$ cat config.mk
export PLATFORM = sky130hd
export DESIGN_NAME = restoring_divider_64
export DESIGN_NICKNAME = d
export VERILOG_FILES = /design/src/rtl/restoring_divider_64.sv
export SDC_FILE = /design/constraint.sdc
export NUM_CORES = 1
export LEC_CHECK = 0
export CAP_MARGIN = 15
export CORE_ASPECT_RATIO = 2
export CORE_MARGIN = 5
export CORE_UTILIZATION = 24
export DETAILED_ROUTE_END_ITERATION = 7
export MAX_ROUTING_LAYER = met4
export PLACE_DENSITY = 0.45
export SYNTH_ARGS = -nofsm -noshare
export SYNTH_HDL_FRONTEND = slang
export SYNTH_SLANG_ARGS = --single-unit
$ cat constraint.sdc
create_clock -name clk -period 3.5 [get_ports clk]
set_input_delay 0.35 -clock clk [delete_from_list [all_inputs] [get_ports clk]]
set_output_delay 0.35 -clock clk [all_outputs]
set_load 0.005 [all_outputs]
$ cat src/rtl/restoring_divider_64.sv
// rtl/restoring_divider_64.sv - radix-2 restoring unsigned divider, one quotient bit per clock
module restoring_divider_64 #(
    parameter int WIDTH = 64
) (
    input  logic             clk,
    input  logic             rst,
    input  logic             start,
    input  logic [WIDTH-1:0] dividend,
    input  logic [WIDTH-1:0] divisor,
    output logic             ready,
    output logic             done,
    output logic [WIDTH-1:0] quotient,
    output logic [WIDTH-1:0] remainder,
    output logic             div_by_zero
);
    localparam int CW = $clog2(WIDTH);

    // S_ZERO is a single holding cycle for a zero divisor so that done
    // arrives one edge after acceptance, without running any iterations.
    localparam logic [1:0] S_IDLE = 2'd0;
    localparam logic [1:0] S_RUN  = 2'd1;
    localparam logic [1:0] S_DONE = 2'd2;
    localparam logic [1:0] S_ZERO = 2'd3;

    logic [1:0]       state;
    logic [WIDTH-1:0] q_reg;
    logic [WIDTH-1:0] d_reg;
    // The partial remainder is always below the divisor, so its extra sign
    // bit is always zero between steps and is not stored.
    logic [WIDTH-1:0] r_reg;
    logic [CW-1:0]    cnt;

    logic [WIDTH:0]   trial;
    logic [WIDTH:0]   diff;
    logic [WIDTH-1:0] r_next;
    logic [WIDTH-1:0] q_next;

    // One restoring step: shift in the next dividend bit, trial-subtract the divisor.
    // On restore the trial value is below the divisor, so dropping its top bit is exact.
    always_comb begin
        trial = {r_reg, q_reg[WIDTH-1]};
        diff  = trial - {1'b0, d_reg};
        if (diff[WIDTH]) begin
            r_next = trial[WIDTH-1:0];
        end else begin
            r_next = diff[WIDTH-1:0];
        end
        q_next = {q_reg[WIDTH-2:0], ~diff[WIDTH]};
    end

    // Control FSM, working registers and the held result registers.
    always_ff @(posedge clk) begin
        if (rst) begin
            state       <= S_IDLE;
            q_reg       <= '0;
            d_reg       <= '0;
            r_reg       <= '0;
            cnt         <= '0;
            quotient    <= '0;
            remainder   <= '0;
            div_by_zero <= 1'b0;
        end else begin
            case (state)
                S_IDLE: begin
                    if (start) begin
                        q_reg       <= dividend;
                        d_reg       <= divisor;
                        r_reg       <= '0;
                        div_by_zero <= 1'b0;
                        if (divisor == '0) begin
                            state <= S_ZERO;
                        end else begin
                            cnt   <= CW'(WIDTH - 1);
                            state <= S_RUN;
                        end
                    end
                end
                S_RUN: begin
                    q_reg <= q_next;
                    r_reg <= r_next;
                    if (cnt == '0) begin
                        quotient  <= q_next;
                        remainder <= r_next;
                        state     <= S_DONE;
                    end else begin
                        cnt <= cnt - CW'(1);
                    end
                end
                S_ZERO: begin
                    quotient    <= '1;
                    remainder   <= q_reg;
                    div_by_zero <= 1'b1;
                    state       <= S_DONE;
                end
                default: begin
                    state <= S_IDLE;
                end
            endcase
        end
    end

    assign ready = (state == S_IDLE);
    assign done  = (state == S_DONE);

endmodule

# Yosys cells after proc, flatten, opt, wreduce, memory -nomap -nowiden
# Cells that the tools add are included.
# Widths: inputs -> output; s select.
[op_classes]
add_sub_neg = 2
n_eq_ne = 7
muxes = 19
bitwise = 1
n_reduce_logical = 12
[op_table]
columns = ["op", "count"]
rows = [
  ["$pmux 64 s2", 4],
  ["$mux 64", 5],
  ["$sub 65x64->65", 1],
  ["$logic_not 64->1", 1],
  ["$mux 6", 3],
  ["$pmux 6 s2", 1],
  ["$reduce_and 2->1", 5],
  ["$ne 2x2->1 const B", 4],
  ["$logic_not 6->1", 1],
  ["$mux 2", 3],
  ["$pmux 2 s3", 1],
  ["$reduce_bool 2->1", 3],
  ["$sub 6x1->6 const B", 1],
  ["$eq 2x2->1 const B", 2],
  ["$reduce_and 4->1", 1],
  ["$eq 2x1->1 const B", 1],
  ["$logic_not 2->1", 1],
  ["$pmux 1 s2", 1],
  ["$mux 1", 1],
  ["$not 1->1", 1],
]
[word_totals]
register_bits = 329
output_inout_bits = 131
elab_cells = 49

# Depth between registers and ports, before layout
[depth]
word_depth = 4
depth_mapped = 15
mapped_depth_nobuf = 13

# Worst setup path after synthesis
# No wires, ideal clock.
[synth_timing]
kind = "reg-to-reg"
from = "register d_reg[45]"
to = "register remainder[26]"
setup_time_ns = 0.128
arrival_time_ns = 3.015
path_slack_ns = 0.357
path_stages_with_launch = 14
path_cell_list = "dfxtp_1 -> inv_1 -> ha_1 -> clkbuf_1 -> a21o_1 -> a31oi_2 -> o211ai_1 -> a221o_1 -> a31o_1 -> a41oi_4 -> xnor2_2 -> mux2_4 -> a222oi_1 -> nor2_1"
[synth_between]
elab_chain_cells = 4
[synth_lines]
columns = ["element", "line", "source"]
rows = [
  ["start: declaration", "27", "logic [WIDTH-1:0] d_reg;"],
  ["start signal: assignment", "67", "d_reg <= divisor;"],
  ["$sub 65x64->65", "42", "diff = trial - {1'b0, d_reg};"],
  ["$mux 64", "43", "if (diff[WIDTH]) begin"],
  ["$mux 64", "81", "if (cnt == '0) begin"],
  ["$pmux 64 s2", "63", "case (state)"],
  ["end signal: assignment", "83", "remainder <= r_next;"],
  ["end signal: assignment", "91", "remainder <= q_reg;"],
  ["end: declaration", "13", "output logic [WIDTH-1:0] remainder,"],
]
# No other way between the ends. The select of a mux whose other input is x is not followed.
# A chain may end at the register's enable or synchronous reset.

# Worst setup path after layout
[layout_timing]
from = "register r_reg[36]"
to = "register remainder[26]"
[layout_between]
elab_chain_cells = 4
[layout_lines]
columns = ["element", "line", "source"]
rows = [
  ["start: declaration", "30", "logic [WIDTH-1:0] r_reg;"],
  ["start signal: assignment", "80", "r_reg <= r_next;"],
  ["$sub 65x64->65", "42", ""],
  ["$mux 64", "43", ""],
  ["$mux 64", "81", ""],
  ["$pmux 64 s2", "63", ""],
]
# No other way between the ends. The select of a mux whose other input is x is not followed.

==> summary.md <==
| Metric | Value |
|---|---|
| Outcome | finished clean |
| Critical path endpoint category | register |
| Most frequent cells in the layout | nand2_1 (383), dfxtp_1 (325), nor2_1 (297) |
| # rows | 138 |
| Worst-skew pair later-pin latency | 0.58 ns |
| Clk_skew | 0.0223 ns |
| Die Ht | 386 um |
| Synth warnings | 0 |
| Ys async rst share | 0% |
| CP arrival | 3.88 ns |
| Root Buffer | clkbuf_16 |
| HP Class | in2reg |
| IO Pins | 262 |
| Total wire length | 77500 um |
| Synth area leaders | dfxtp_1 (39%), nand2_1 (8.5%), nor2_1 (6.7%) |
| Critical path required time | 3.93 ns |
| Max Cap Viol | 0 |
| CTS tree | done |
| Layout Utilization | 32.9% |
| WL/cell | 22.1 um |
| Share of layout cells above drive strength 1 | 12.5% |
| Number of global-route vias before repair | 17600 |
| Crit path kind | reg2reg |
| Peak supply drop | 0.763 mV |
| Placed Instances | 3423 |
| H-tree lvl count | 2 |
| Final non-filler cell total | 3510 |
| Setup Viol. Count Final | 0 |
| Sequential share of the synthesized area | 38.8% |
| FF+latch count, synth | 329 |
| Leakage | 9.01 nW |
| First-pass DRT Iterations | 5 |
| Power density over the cells | 1410 mW/mm^2 |
| Tcrit/Tclk final | 98.6% |
| Initial antenna violation count | 8 |
| First-pass GRT wire length | 113000 um |
| Vias/cell | 5.03 |
| RSZ-0062 raised after global routing | yes |
| Post-CTS Hold Buffers | 0 |
| Clk slew on worst S/H paths | 0.06 ns |
| Worst-Margin Slew | 0.801 ns |
| Critical Path Start Type | register |
| Die Span X | 198 um |
| Final Max Tran Viols | 0 |
| Worst slew margin | 46.6% |
| Core ar. | 0.0704 sq mm |
| Largest net degree at the start of global routing | 115 |
| # clock sinks | 329 |
| CP Max Fanout | 7 |
| Drc violations | 0 |
| Via count | 17700 |
| First DRT Iteration DRCs | 1175 |
| Ys flop type | dfxtp_1 |
| Die Area | 0.0765 sq mm |
| Post-synth top area share | 38.8% |
| Post-synth net total | 2433 |
| Post-synth EDFFs | 0 |
| ANT nets after route | 0 |
| Port bufs | 261 |
| CTS Buf Count | 38 |
| Hold Vio Cnt, Final | 0 |
| Most common cell after layout, fill and taps aside | nand2_1 |
| CTS Buffer Depth | 3 |
| Avg Cell Area, Syn | 7.60 sq um |
| Final GP Congestion | 0.939 |
| Yosys cell types | 71 |
| GRT overflow | 0 |
| Post-Synthesis Cells | 2235 |
| F_max | 290 MHz |
| Starting Density | 24.1% |
| Global-route total usage across every layer | 20.0% |
| Synth Cell Area | 0.0170 sq mm |
| DP Wirelength | 59700 um |
| Fin crit period | 3.45 ns |
| # nets final | 2762 |
| Cell taking the most area after synthesis | dfxtp_1 |
| Area growth syn-to-layout | 36.4% |
-- timing repair --
item,CTS,global route
resized for setup,5,44
setup endpoints to repair,18,104
setup buffers,1,9
pin swaps,4,9
cloned,0,2
-- worst max-delay path, cell delays in order (launching register included) --
cell      delay, ns
dfxtp_1        0.46
ha_1           0.36
a21oi_2        0.20
o21bai_1       0.14
a21o_1         0.18
a221o_1        0.36
a31o_1         0.24
a41oi_4        0.33
xnor2_2        0.18
buf_12         0.16
mux2_4         0.30
a222oi_1       0.31
nor2_1         0.07
-- cell type report --
type | instances | area (sq um)
well taps | 910 | 1140
multi-input cells | 1658 | 9680
clock inverters | 17 | 120
clock buffers | 51 | 1080
repair buffers | 455 | 4220
fillers | 7617 | 47300
diodes | 8 | 20.0
inverters | 82 | 308
flip-flops and latches | 329 | 6590
-- synth_stat cells (4+ instances only) --
library cell,instances
and3_1,11
a31oi_1,14
o21ai_1,23
clkbuf_1,136
a22o_1,17
o22ai_1,35
nor3_1,85
and2_1,6
nand2b_1,13
nor2b_1,9
inv_1,82
nor4_1,22
a211oi_1,7
a22oi_1,62
o211ai_1,12
a311oi_1,68
xor2_1,22
buf_2,13
buf_1,15
nand4_1,31
nand2_1,385
a21boi_0,4
a21oi_1,188
o21ai_0,86
dfxtp_1,329
mux2i_1,13
nand4b_1,4
o2bb2ai_1,13
ha_1,66
o21a_1,11
nand3_1,11
a21o_1,24
o31ai_1,6
xnor2_1,31
nor2_1,301
a32oi_1,12
o21bai_1,14
-- metrics by stage --
step                      area, sq um  setup slack, ns  setup TNS (ns)  hold WS (ns)  power, W
after floorplan                 17000            0.357               0         0.436    0.0167
after global placement          21600           -0.143          -0.448         0.443    0.0274
after detailed placement        21600           -0.186          -0.970         0.447    0.0273
after CTS                       22900           0.0173               0         0.315    0.0316
after global routing            23200          -0.0476         -0.0911         0.337    0.0348
final                           23200           0.0483               0         0.344    0.0327
-- per-layer routing --
| metal | vias to the layer above | global-route usage (%) | part of all wire, % |
|---|---|---|---|
| li1 | 8554 | - | - |
| met1 | 8445 | 22.3 | 39 |
| met2 | 525 | 34.8 | 50 |
| met3 | 131 | 4.80 | 6.5 |
| met4 | 0 | 7.04 | 4.4 |
| met5 | - | - | 0 |
-- report_power, final --
group,total (W),switching (W),internal [W]
combinational,0.0236,0.0130,0.0106
sequential,0.00515,0.000806,0.00434
clock,0.00396,0.00177,0.00218
-- kinds of logic after synthesis --
kind of cell / Yosys count / share of synthesized area (%)
flip-flops: 329 / 38.8
buffers and inverters: 248 / 5.62
adder cells (fa/ha/maj): 67 / 4.98
XOR/XNOR: 55 / 2.93
AND/OR/NAND/NOR: 891 / 22.2
multiplexers: 18 / 1.16
AO/OA/AOI/OAI: 627 / 24.3
-- final timing paths --
kind | from | to | slack, ns | cells after the start
max | r_reg[36] | remainder[26] | 0.05 | 12
min | dividend[45] | q_reg[45] | 0.34 | 3
max reg2reg | r_reg[36] | remainder[26] | 0.05 | 12
min reg2reg | d_reg[59] | d_reg[59] | 0.45 | 2
No activity file was read; power rests on OpenSTA's default activity.
